--- src/rtl/mem_access_pkg.sv ---
// Shared encodings for the MEM-stage byte-RAM access controller.
package mem_access_pkg;

  localparam logic [1:0] SZ_BYTE = 2'b00;
  localparam logic [1:0] SZ_HALF = 2'b01;
  localparam logic [1:0] SZ_WORD = 2'b10;
  localparam logic [1:0] SZ_ILL  = 2'b11;

  typedef enum logic [1:0] {
    ST_IDLE = 2'd0,
    ST_XFER = 2'd1,
    ST_RESP = 2'd2
  } state_e;

  // Illegal sizes report one byte; they are rejected before the count matters.
  function automatic logic [2:0] size_nbytes(input logic [1:0] size);
    case (size)
      SZ_HALF: size_nbytes = 3'd2;
      SZ_WORD: size_nbytes = 3'd4;
      default: size_nbytes = 3'd1;
    endcase
  endfunction

endpackage

--- src/rtl/mem_access_ctrl_if.sv ---
// Request/response handshake plus byte-RAM bus between the MEM stage, controller and RAM.
interface mem_access_ctrl_if #(
  parameter int ADDR_WIDTH = 32
);

  logic                  ReqValid;
  logic                  ReqReady;
  logic                  ReqWrite;
  logic [1:0]            ReqSize;
  logic                  ReqSigned;
  logic [ADDR_WIDTH-1:0] ReqAddress;
  logic [31:0]           ReqWData;
  logic                  RspValid;
  logic [31:0]           RspRData;
  logic                  RspError;
  logic                  Enable;
  logic                  ReadWrite;
  logic [ADDR_WIDTH-1:0] Address;
  logic [7:0]            DataIn;
  logic [7:0]            DataOut;

  // Controller side: serves requests, drives the RAM.
  modport slave (
    input  ReqValid, ReqWrite, ReqSize, ReqSigned, ReqAddress, ReqWData, DataOut,
    output ReqReady, RspValid, RspRData, RspError,
    output Enable, ReadWrite, Address, DataIn
  );

  // Requester and RAM side.
  modport master (
    output ReqValid, ReqWrite, ReqSize, ReqSigned, ReqAddress, ReqWData, DataOut,
    input  ReqReady, RspValid, RspRData, RspError,
    input  Enable, ReadWrite, Address, DataIn
  );

endinterface

--- src/rtl/mem_load_extend.sv ---
// Sign/zero extension of big-endian assembled load data to 32 bits.
module mem_load_extend
  import mem_access_pkg::*;
(
  input  logic [31:0] asm_i,
  input  logic [1:0]  size_i,
  input  logic        signed_i,
  output logic [31:0] data_o
);

  always_comb begin
    data_o = asm_i;
    case (size_i)
      SZ_BYTE: data_o = {{24{signed_i & asm_i[7]}}, asm_i[7:0]};
      SZ_HALF: data_o = {{16{signed_i & asm_i[15]}}, asm_i[15:0]};
      default: data_o = asm_i;
    endcase
  end

endmodule

--- src/rtl/mem_access_ctrl.sv ---
// Sequences 1/2/4 single-byte RAM transfers (big-endian) per load/store request,
// rejecting misaligned, out-of-range and illegal-size requests without a RAM cycle.
module mem_access_ctrl
  import mem_access_pkg::*;
#(
  parameter int RAM_DEPTH  = 256,
  parameter int ADDR_WIDTH = 32
) (
  input  logic             Clk,
  input  logic             Reset_n,
  mem_access_ctrl_if.slave bus
);

  localparam logic [ADDR_WIDTH:0] DEPTH_LIM = (ADDR_WIDTH + 1)'(RAM_DEPTH);

  state_e                state_q, state_d;
  logic [1:0]            idx_q, idx_d;
  logic                  write_q, write_d;
  logic [1:0]            size_q, size_d;
  logic                  sgn_q, sgn_d;
  logic [ADDR_WIDTH-1:0] base_q, base_d;
  logic [31:0]           wdata_q, wdata_d;
  logic [31:0]           asm_q, asm_d;
  logic                  err_q, err_d;

  logic                  req_ready;
  logic                  rsp_valid;
  logic [31:0]           rsp_rdata;
  logic                  rsp_error;
  logic                  ram_en;
  logic                  ram_rw;
  logic [ADDR_WIDTH-1:0] ram_addr;
  logic [7:0]            ram_wdata;

  logic [2:0]            req_nbytes;
  logic [ADDR_WIDTH:0]   req_end;
  logic                  req_err;
  logic [1:0]            last_idx;
  logic [1:0]            store_sel;
  logic [31:0]           ext_data;

  // Request checks evaluated on the live request while IDLE; one extra bit keeps
  // the end-address sum from wrapping near the top of the address space.
  always_comb begin
    req_nbytes = size_nbytes(bus.ReqSize);
    req_end    = {1'b0, bus.ReqAddress} + {{(ADDR_WIDTH-2){1'b0}}, req_nbytes};
    req_err    = (bus.ReqSize == SZ_ILL)
               | ((bus.ReqSize == SZ_HALF) & bus.ReqAddress[0])
               | ((bus.ReqSize == SZ_WORD) & (|bus.ReqAddress[1:0]))
               | (req_end > DEPTH_LIM);
  end

  assign last_idx  = 2'(size_nbytes(size_q) - 3'd1);
  // Most significant byte goes out first, to the lowest address.
  assign store_sel = last_idx - idx_q;

  mem_load_extend u_extend (
    .asm_i    (asm_q),
    .size_i   (size_q),
    .signed_i (sgn_q),
    .data_o   (ext_data)
  );

  always_ff @(posedge Clk or negedge Reset_n) begin
    if (!Reset_n) begin
      state_q <= ST_IDLE;
      idx_q   <= 2'd0;
      write_q <= 1'b0;
      size_q  <= SZ_BYTE;
      sgn_q   <= 1'b0;
      base_q  <= '0;
      wdata_q <= 32'd0;
      asm_q   <= 32'd0;
      err_q   <= 1'b0;
    end else begin
      state_q <= state_d;
      idx_q   <= idx_d;
      write_q <= write_d;
      size_q  <= size_d;
      sgn_q   <= sgn_d;
      base_q  <= base_d;
      wdata_q <= wdata_d;
      asm_q   <= asm_d;
      err_q   <= err_d;
    end
  end

  always_comb begin
    state_d   = state_q;
    idx_d     = idx_q;
    write_d   = write_q;
    size_d    = size_q;
    sgn_d     = sgn_q;
    base_d    = base_q;
    wdata_d   = wdata_q;
    asm_d     = asm_q;
    err_d     = err_q;
    req_ready = 1'b0;
    rsp_valid = 1'b0;
    rsp_rdata = 32'd0;
    rsp_error = 1'b0;
    ram_en    = 1'b0;
    ram_rw    = 1'b0;
    ram_addr  = '0;
    ram_wdata = 8'd0;

    case (state_q)
      ST_IDLE: begin
        req_ready = 1'b1;
        if (bus.ReqValid) begin
          write_d = bus.ReqWrite;
          size_d  = bus.ReqSize;
          sgn_d   = bus.ReqSigned;
          base_d  = bus.ReqAddress;
          wdata_d = bus.ReqWData;
          asm_d   = 32'd0;
          idx_d   = 2'd0;
          err_d   = req_err;
          state_d = req_err ? ST_RESP : ST_XFER;
        end
      end

      ST_XFER: begin
        ram_en   = 1'b1;
        ram_rw   = write_q;
        ram_addr = base_q + ADDR_WIDTH'(idx_q);
        if (write_q) begin
          ram_wdata = wdata_q[{store_sel, 3'b000} +: 8];
        end else begin
          asm_d = {asm_q[23:0], bus.DataOut};
        end
        idx_d = idx_q + 2'd1;
        if (idx_q == last_idx) begin
          state_d = ST_RESP;
        end
      end

      ST_RESP: begin
        rsp_valid = 1'b1;
        rsp_error = err_q;
        if (!err_q && !write_q) begin
          rsp_rdata = ext_data;
        end
        state_d = ST_IDLE;
      end

      default: state_d = ST_IDLE;
    endcase
  end

  assign bus.ReqReady  = req_ready;
  assign bus.RspValid  = rsp_valid;
  assign bus.RspRData  = rsp_rdata;
  assign bus.RspError  = rsp_error;
  assign bus.Enable    = ram_en;
  assign bus.ReadWrite = ram_rw;
  assign bus.Address   = ram_addr;
  assign bus.DataIn    = ram_wdata;

endmodule
--- src/flat_wrapper.sv ---
// flat-port wrapper written by rule: the top's interface ports become plain ports
module mem_access_ctrl_flat import mem_access_pkg::*;
#(
  parameter int RAM_DEPTH  = 256,
  parameter int ADDR_WIDTH = 32
)
  (Clk, Reset_n, bus_ReqValid, bus_ReqWrite, bus_ReqSize, bus_ReqSigned, bus_ReqAddress, bus_ReqWData, bus_DataOut, bus_ReqReady, bus_RspValid, bus_RspRData, bus_RspError, bus_Enable, bus_ReadWrite, bus_Address, bus_DataIn);
  mem_access_ctrl_if #(.ADDR_WIDTH(ADDR_WIDTH)) bus_i ();
  input  logic Clk;
  input  logic Reset_n;
  input wire logic [$bits(bus_i.ReqValid)-1:0] bus_ReqValid;
  input wire logic [$bits(bus_i.ReqWrite)-1:0] bus_ReqWrite;
  input wire logic [$bits(bus_i.ReqSize)-1:0] bus_ReqSize;
  input wire logic [$bits(bus_i.ReqSigned)-1:0] bus_ReqSigned;
  input wire logic [$bits(bus_i.ReqAddress)-1:0] bus_ReqAddress;
  input wire logic [$bits(bus_i.ReqWData)-1:0] bus_ReqWData;
  input wire logic [$bits(bus_i.DataOut)-1:0] bus_DataOut;
  output wire logic [$bits(bus_i.ReqReady)-1:0] bus_ReqReady;
  output wire logic [$bits(bus_i.RspValid)-1:0] bus_RspValid;
  output wire logic [$bits(bus_i.RspRData)-1:0] bus_RspRData;
  output wire logic [$bits(bus_i.RspError)-1:0] bus_RspError;
  output wire logic [$bits(bus_i.Enable)-1:0] bus_Enable;
  output wire logic [$bits(bus_i.ReadWrite)-1:0] bus_ReadWrite;
  output wire logic [$bits(bus_i.Address)-1:0] bus_Address;
  output wire logic [$bits(bus_i.DataIn)-1:0] bus_DataIn;
  assign bus_i.ReqValid = bus_ReqValid;
  assign bus_i.ReqWrite = bus_ReqWrite;
  assign bus_i.ReqSize = bus_ReqSize;
  assign bus_i.ReqSigned = bus_ReqSigned;
  assign bus_i.ReqAddress = bus_ReqAddress;
  assign bus_i.ReqWData = bus_ReqWData;
  assign bus_i.DataOut = bus_DataOut;
  assign bus_ReqReady = bus_i.ReqReady;
  assign bus_RspValid = bus_i.RspValid;
  assign bus_RspRData = bus_i.RspRData;
  assign bus_RspError = bus_i.RspError;
  assign bus_Enable = bus_i.Enable;
  assign bus_ReadWrite = bus_i.ReadWrite;
  assign bus_Address = bus_i.Address;
  assign bus_DataIn = bus_i.DataIn;
  mem_access_ctrl #(.RAM_DEPTH(RAM_DEPTH), .ADDR_WIDTH(ADDR_WIDTH)) u_core (.Clk(Clk), .Reset_n(Reset_n), .bus(bus_i));
endmodule
--- config.mk ---
export PLATFORM = sky130hd
export DESIGN_NAME = mem_access_ctrl_flat
export DESIGN_NICKNAME = d
export VERILOG_FILES = /design/src/rtl/mem_access_pkg.sv /design/src/rtl/mem_access_ctrl_if.sv /design/src/rtl/mem_load_extend.sv /design/src/rtl/mem_access_ctrl.sv /design/src/flat_wrapper.sv
export SDC_FILE = /design/constraint.sdc
export NUM_CORES = 1
export LEC_CHECK = 0
export ABC_CLOCK_PERIOD_IN_PS = 4200
export BUFFER_PORTS_ARGS = -buffer_cell sky130_fd_sc_hd__buf_2
export CAP_MARGIN = 20
export CELL_PAD_IN_SITES_DETAIL_PLACEMENT = 0
export CELL_PAD_IN_SITES_GLOBAL_PLACEMENT = 1
export CORE_ASPECT_RATIO = 1.5
export CORE_UTILIZATION = 25
export DETAILED_ROUTE_END_ITERATION = 8
export PLACE_DENSITY_LB_ADDON = 0.1
export SETUP_SLACK_MARGIN = 0.1
export SYNTH_ARGS = -nofsm -noshare
export SYNTH_HDL_FRONTEND = slang
export SYNTH_SLANG_ARGS = --single-unit
--- constraint.sdc ---
create_clock -name Clk -period 4.2 [get_ports Clk]
set_clock_uncertainty 0.15 [all_clocks]
set_input_delay 0.42 -clock Clk [delete_from_list [all_inputs] [get_ports Clk]]
set_output_delay 0.42 -clock Clk [all_outputs]
set_load 0.02 [all_outputs]
==> impl_metrics.env <==
export IMPL_clk_pin_slew_ns=0.07
export IMPL_rsz0062_at_grt="false"
export IMPL_setup_violations=0
export IMPL_synth_fa_ha_area_frac=0.0329
export IMPL_layout_drive_gt1_share=0.237
export IMPL_viasPerCell=4.79
export IMPL_rr_worst_depth=5
export IMPL_globalplace_congestion=0.876
export IMPL_outcome="finished clean"
export IMPL_yosys_area_share_simple=0.296
export IMPL_placed_area_um2=7300
export IMPL_cp_end_kind="output port"
export IMPL_grt_usage=0.162
export IMPL_fin_area_um2=7600
export IMPL_synth_compound_gate_area_share=0.135
export IMPL_yosysTopAreaCellShare=0.426
export IMPL_crit_path_top_delay_cell="dfrtp_1"
export IMPL_drc=0
export IMPL_fp_dieW_um=130
export IMPL_place_hpwl_mm=14.7
export IMPL_htreeDepth=3
export IMPL_hold_path_depth=3
export IMPL_total_power_w=0.00241
export IMPL_ys_ff_latch=105
export IMPL_arrival_ns=3.19
export IMPL_post_route_min_period_ns=3.76
export IMPL_synth_area_per_cell_um2=8.45
export IMPL_whs_ns=0.0990
export IMPL_ir_worst_vdd_mv=0.191
export IMPL_tritoncts_num_buffers=9
export IMPL_min_delay_worst_endpoint="u_core.wdata_q[20]"
export IMPL_setup_slack_ns=0.436
export IMPL_ff2ff_setup_slack_ns=1.92
export IMPL_rows=70
export IMPL_start_util=0.254
export IMPL_crit_chain="ha_1, fa_1, nand4_1, nor3_1, buf_4, nand3_1, nor2_2, nand4_1, buf_4, or3_1, a21oi_1, buf_2"
export IMPL_core_area_um2=24300
export IMPL_cts_root_buffer="clkbuf_16"
export IMPL_synth_warnings=0
export IMPL_synthTopCellsByArea="dfrtp_1 (43%), nand2_1 (14%), a22o_1 (4.7%)"
export IMPL_antenna_cells=0
export IMPL_max_stage_delay_ns=0.44
export IMPL_insertion_delay_ns=0.36
export IMPL_critPathKind="flip-flop to output port"
export IMPL_regToRegEndpoint="u_core.wdata_q[27]"
export IMPL_first_iter_violations=394
export IMPL_required_ns=3.63
export IMPL_seq_area_frac_synth=0.426
export IMPL_cp_max_fo=7
export IMPL_area_growth_pct=23.4
export IMPL_clock_path_buffers=2
export IMPL_grt_start_max_net_pins=55
export IMPL_fillers=2645
export IMPL_hold_violations=0
export IMPL_dieHeight_um=194
export IMPL_slew_headroom=0.441
export IMPL_netlist_instances=729
export IMPL_async_flop_share=1.00
export IMPL_finalSetupTns_ns=0
export IMPL_wire_per_inst_um=16.3
export IMPL_maxCapViolCount=0
export IMPL_place_ws_ns=0.326
export IMPL_drtAntennaViolNets=0
export IMPL_drv_slew=0
export IMPL_clock_sinks=105
export IMPL_synth_top_family_by_area="simple AND/OR/NAND/NOR gates"
export IMPL_synth_cell_types=54
export IMPL_grt_overflow=0
export IMPL_grt_pass1_vias=5913
export IMPL_io_pins=156
export IMPL_p_per_area_nw_per_um2=317
export IMPL_totalWireLength_mm=19.6
export IMPL_synth_top_flop_cell="dfrtp_1"
export IMPL_syn_nets=823
export IMPL_vias=5754
export IMPL_yosys_area_top_type="dfrtp_1"
export IMPL_period_share=0.896
export IMPL_grt_pass1_wl_mm=31.3
export IMPL_synthMuxAreaShare=0.0359
export IMPL_final_nets=966
export IMPL_cts_tree="done"
export IMPL_drt_pass1_iterations=4
export IMPL_fmax_mhz=266
export IMPL_synth_xor_area_share=0.0441
export IMPL_worst_slew_pin_slew_ns=0.833
export IMPL_hold_class="input port to flip-flop"
export IMPL_hp_start="bus_ReqWData[20]"
export IMPL_fp_dieArea_um2=25300
export IMPL_leakagePower_nw=3.74
export IMPL_antenna_found_initial=0
export IMPL_port_buffers=155
export IMPL_r2r_start="u_core.state_q[1]"
export IMPL_synth_edf_count=0
export IMPL_syn_area_um2=6160
export IMPL_startpoint_type="flip-flop"
-- synthesized netlist by cell type (2+ instances only) --
| library cell | count |
|---|---|
| mux4_2 | 8 |
| buf_2 | 2 |
| nand4_1 | 14 |
| nand2b_1 | 6 |
| a22o_1 | 33 |
| a21o_1 | 2 |
| a211oi_1 | 3 |
| or2_2 | 5 |
| xnor2_1 | 9 |
| fa_1 | 2 |
| nor2_1 | 44 |
| nand3_1 | 27 |
| mux2i_1 | 3 |
| a21oi_1 | 25 |
| and3_1 | 9 |
| buf_1 | 3 |
| nor2b_1 | 4 |
| nand2_1 | 228 |
| clkbuf_1 | 31 |
| o31ai_1 | 2 |
| o21a_1 | 16 |
| ha_1 | 13 |
| nand3b_1 | 2 |
| and4_1 | 6 |
| inv_1 | 11 |
| dfrtp_1 | 105 |
| xor2_1 | 22 |
| or3_1 | 9 |
| nor4_1 | 6 |
| a31oi_1 | 6 |
| o21ai_0 | 21 |
| and2_1 | 23 |
| nor3_1 | 7 |
| or4_1 | 2 |
-- area by class of cell --
| class | count | area (um^2) | area share |
|---|---|---|---|
| inverter | 11 | 41.3 | 0.00543 |
| multi-input combinational | 576 | 3360 | 0.442 |
| clock buffer | 9 | 225 | 0.0296 |
| timing repair buffer | 169 | 886 | 0.117 |
| sequential | 105 | 2630 | 0.346 |
| clock inverter | 7 | 55.1 | 0.00724 |
| tap | 324 | 405 | 0.0533 |
-- flip-flops by register name (all words and copies together), names as in the netlist --
signal          cells
u_core.asm_q       32
u_core.state_q      2
u_core.base_q      32
u_core.wdata_q     32
u_core.idx_q        2
u_core.sgn_q        1
u_core.write_q      1
u_core.size_q       2
u_core.err_q        1
-- critical path, delay by kind of cell, from the launching register on --
kind	cells	cell delay (ns)
compound gates	1	0.18
fa+ha+maj	2	0.47
buf+inv	3	0.53
flops	1	0.44
simple gates	6	1.21
-- kinds of logic after synthesis --
| group | Yosys count |
|---|---|
| simple gates | 399 |
| fa+ha+maj | 15 |
| xor+xnor | 31 |
| buf+inv | 48 |
| compound gates | 119 |
| flops | 105 |
| mux | 12 |
-- layout by cell type (no fill, tap or decap), types with 3 or more instances in the layout --
| cell type | count |
|---|---|
| inv_1 | 11 |
| buf_2 | 154 |
| xor2_1 | 22 |
| a211oi_1 | 3 |
| nand4_1 | 14 |
| nand2_1 | 227 |
| and4_1 | 6 |
| and2_1 | 22 |
| or3_1 | 9 |
| a21oi_1 | 25 |
| xnor2_1 | 9 |
| o21ai_0 | 21 |
| buf_4 | 14 |
| nor3_1 | 7 |
| a22o_1 | 33 |
| mux4_2 | 8 |
| o21a_1 | 16 |
| clkbuf_16 | 9 |
| a31oi_1 | 6 |
| nor2b_1 | 4 |
| clkinv_4 | 3 |
| nor2_1 | 41 |
| nand3_1 | 27 |
| dfrtp_1 | 105 |
| ha_1 | 13 |
| or2_2 | 5 |
| nor2_2 | 3 |
| nand2b_1 | 6 |
| mux2i_1 | 3 |
| and3_1 | 9 |
| nor4_1 | 6 |
-- per-layer routing --
metal  wire (um)  GRT usage  vias to the layer above  part of all wire
met2       10200      0.288                      165              0.52
met3         968     0.0251                       21             0.049
met1        7970      0.191                     2779              0.41
li1            -          -                     2789                 -
met4         407     0.0659                        0             0.021
met5           0          0                        -                 0
-- worst max-delay path by stage --
| stage | startpoint | end | cells past startpoint |
|---|---|---|---|
| 2_1_floorplan | bus_ReqSize[0] | u_core.state_q[1] | 12 |
| 3_3_place_gp | bus_ReqSize[0] | u_core.err_q | 13 |
| 3_5_place_dp | bus_ReqSize[0] | u_core.err_q | 13 |
| 4_1_cts | u_core.idx_q[0] | bus_Address[30] | 11 |
| 5_1_grt | u_core.idx_q[0] | bus_Address[26] | 12 |
| 6_report | u_core.idx_q[0] | bus_Address[30] | 12 |
-- power breakdown --
group	internal [W]	switching [W]	total [W]	leakage, nW
combinational	0.000167	0.000248	0.000415	2.26
clock	0.000407	0.000419	0.000826	0.132
sequential	0.00110	0.0000709	0.00117	1.35
total	0.00167	0.000738	0.00241	3.74
-- what timing repair did --
item,CTS,global route
hold buffers,1,0
setup buffers,0,1
gates resized for setup,0,1
setup endpoints to repair,0,3
endpoints found under the hold margin,13,0
-- per-stage QoR --
stage	utilization	instances
final	0.313	1201
after global routing	0.313	1201
after CTS	0.313	1200
after detailed placement	0.301	1183
after global placement	0.301	1183
after floorplan	-	729
No activity file was read; power rests on OpenSTA's default activity.
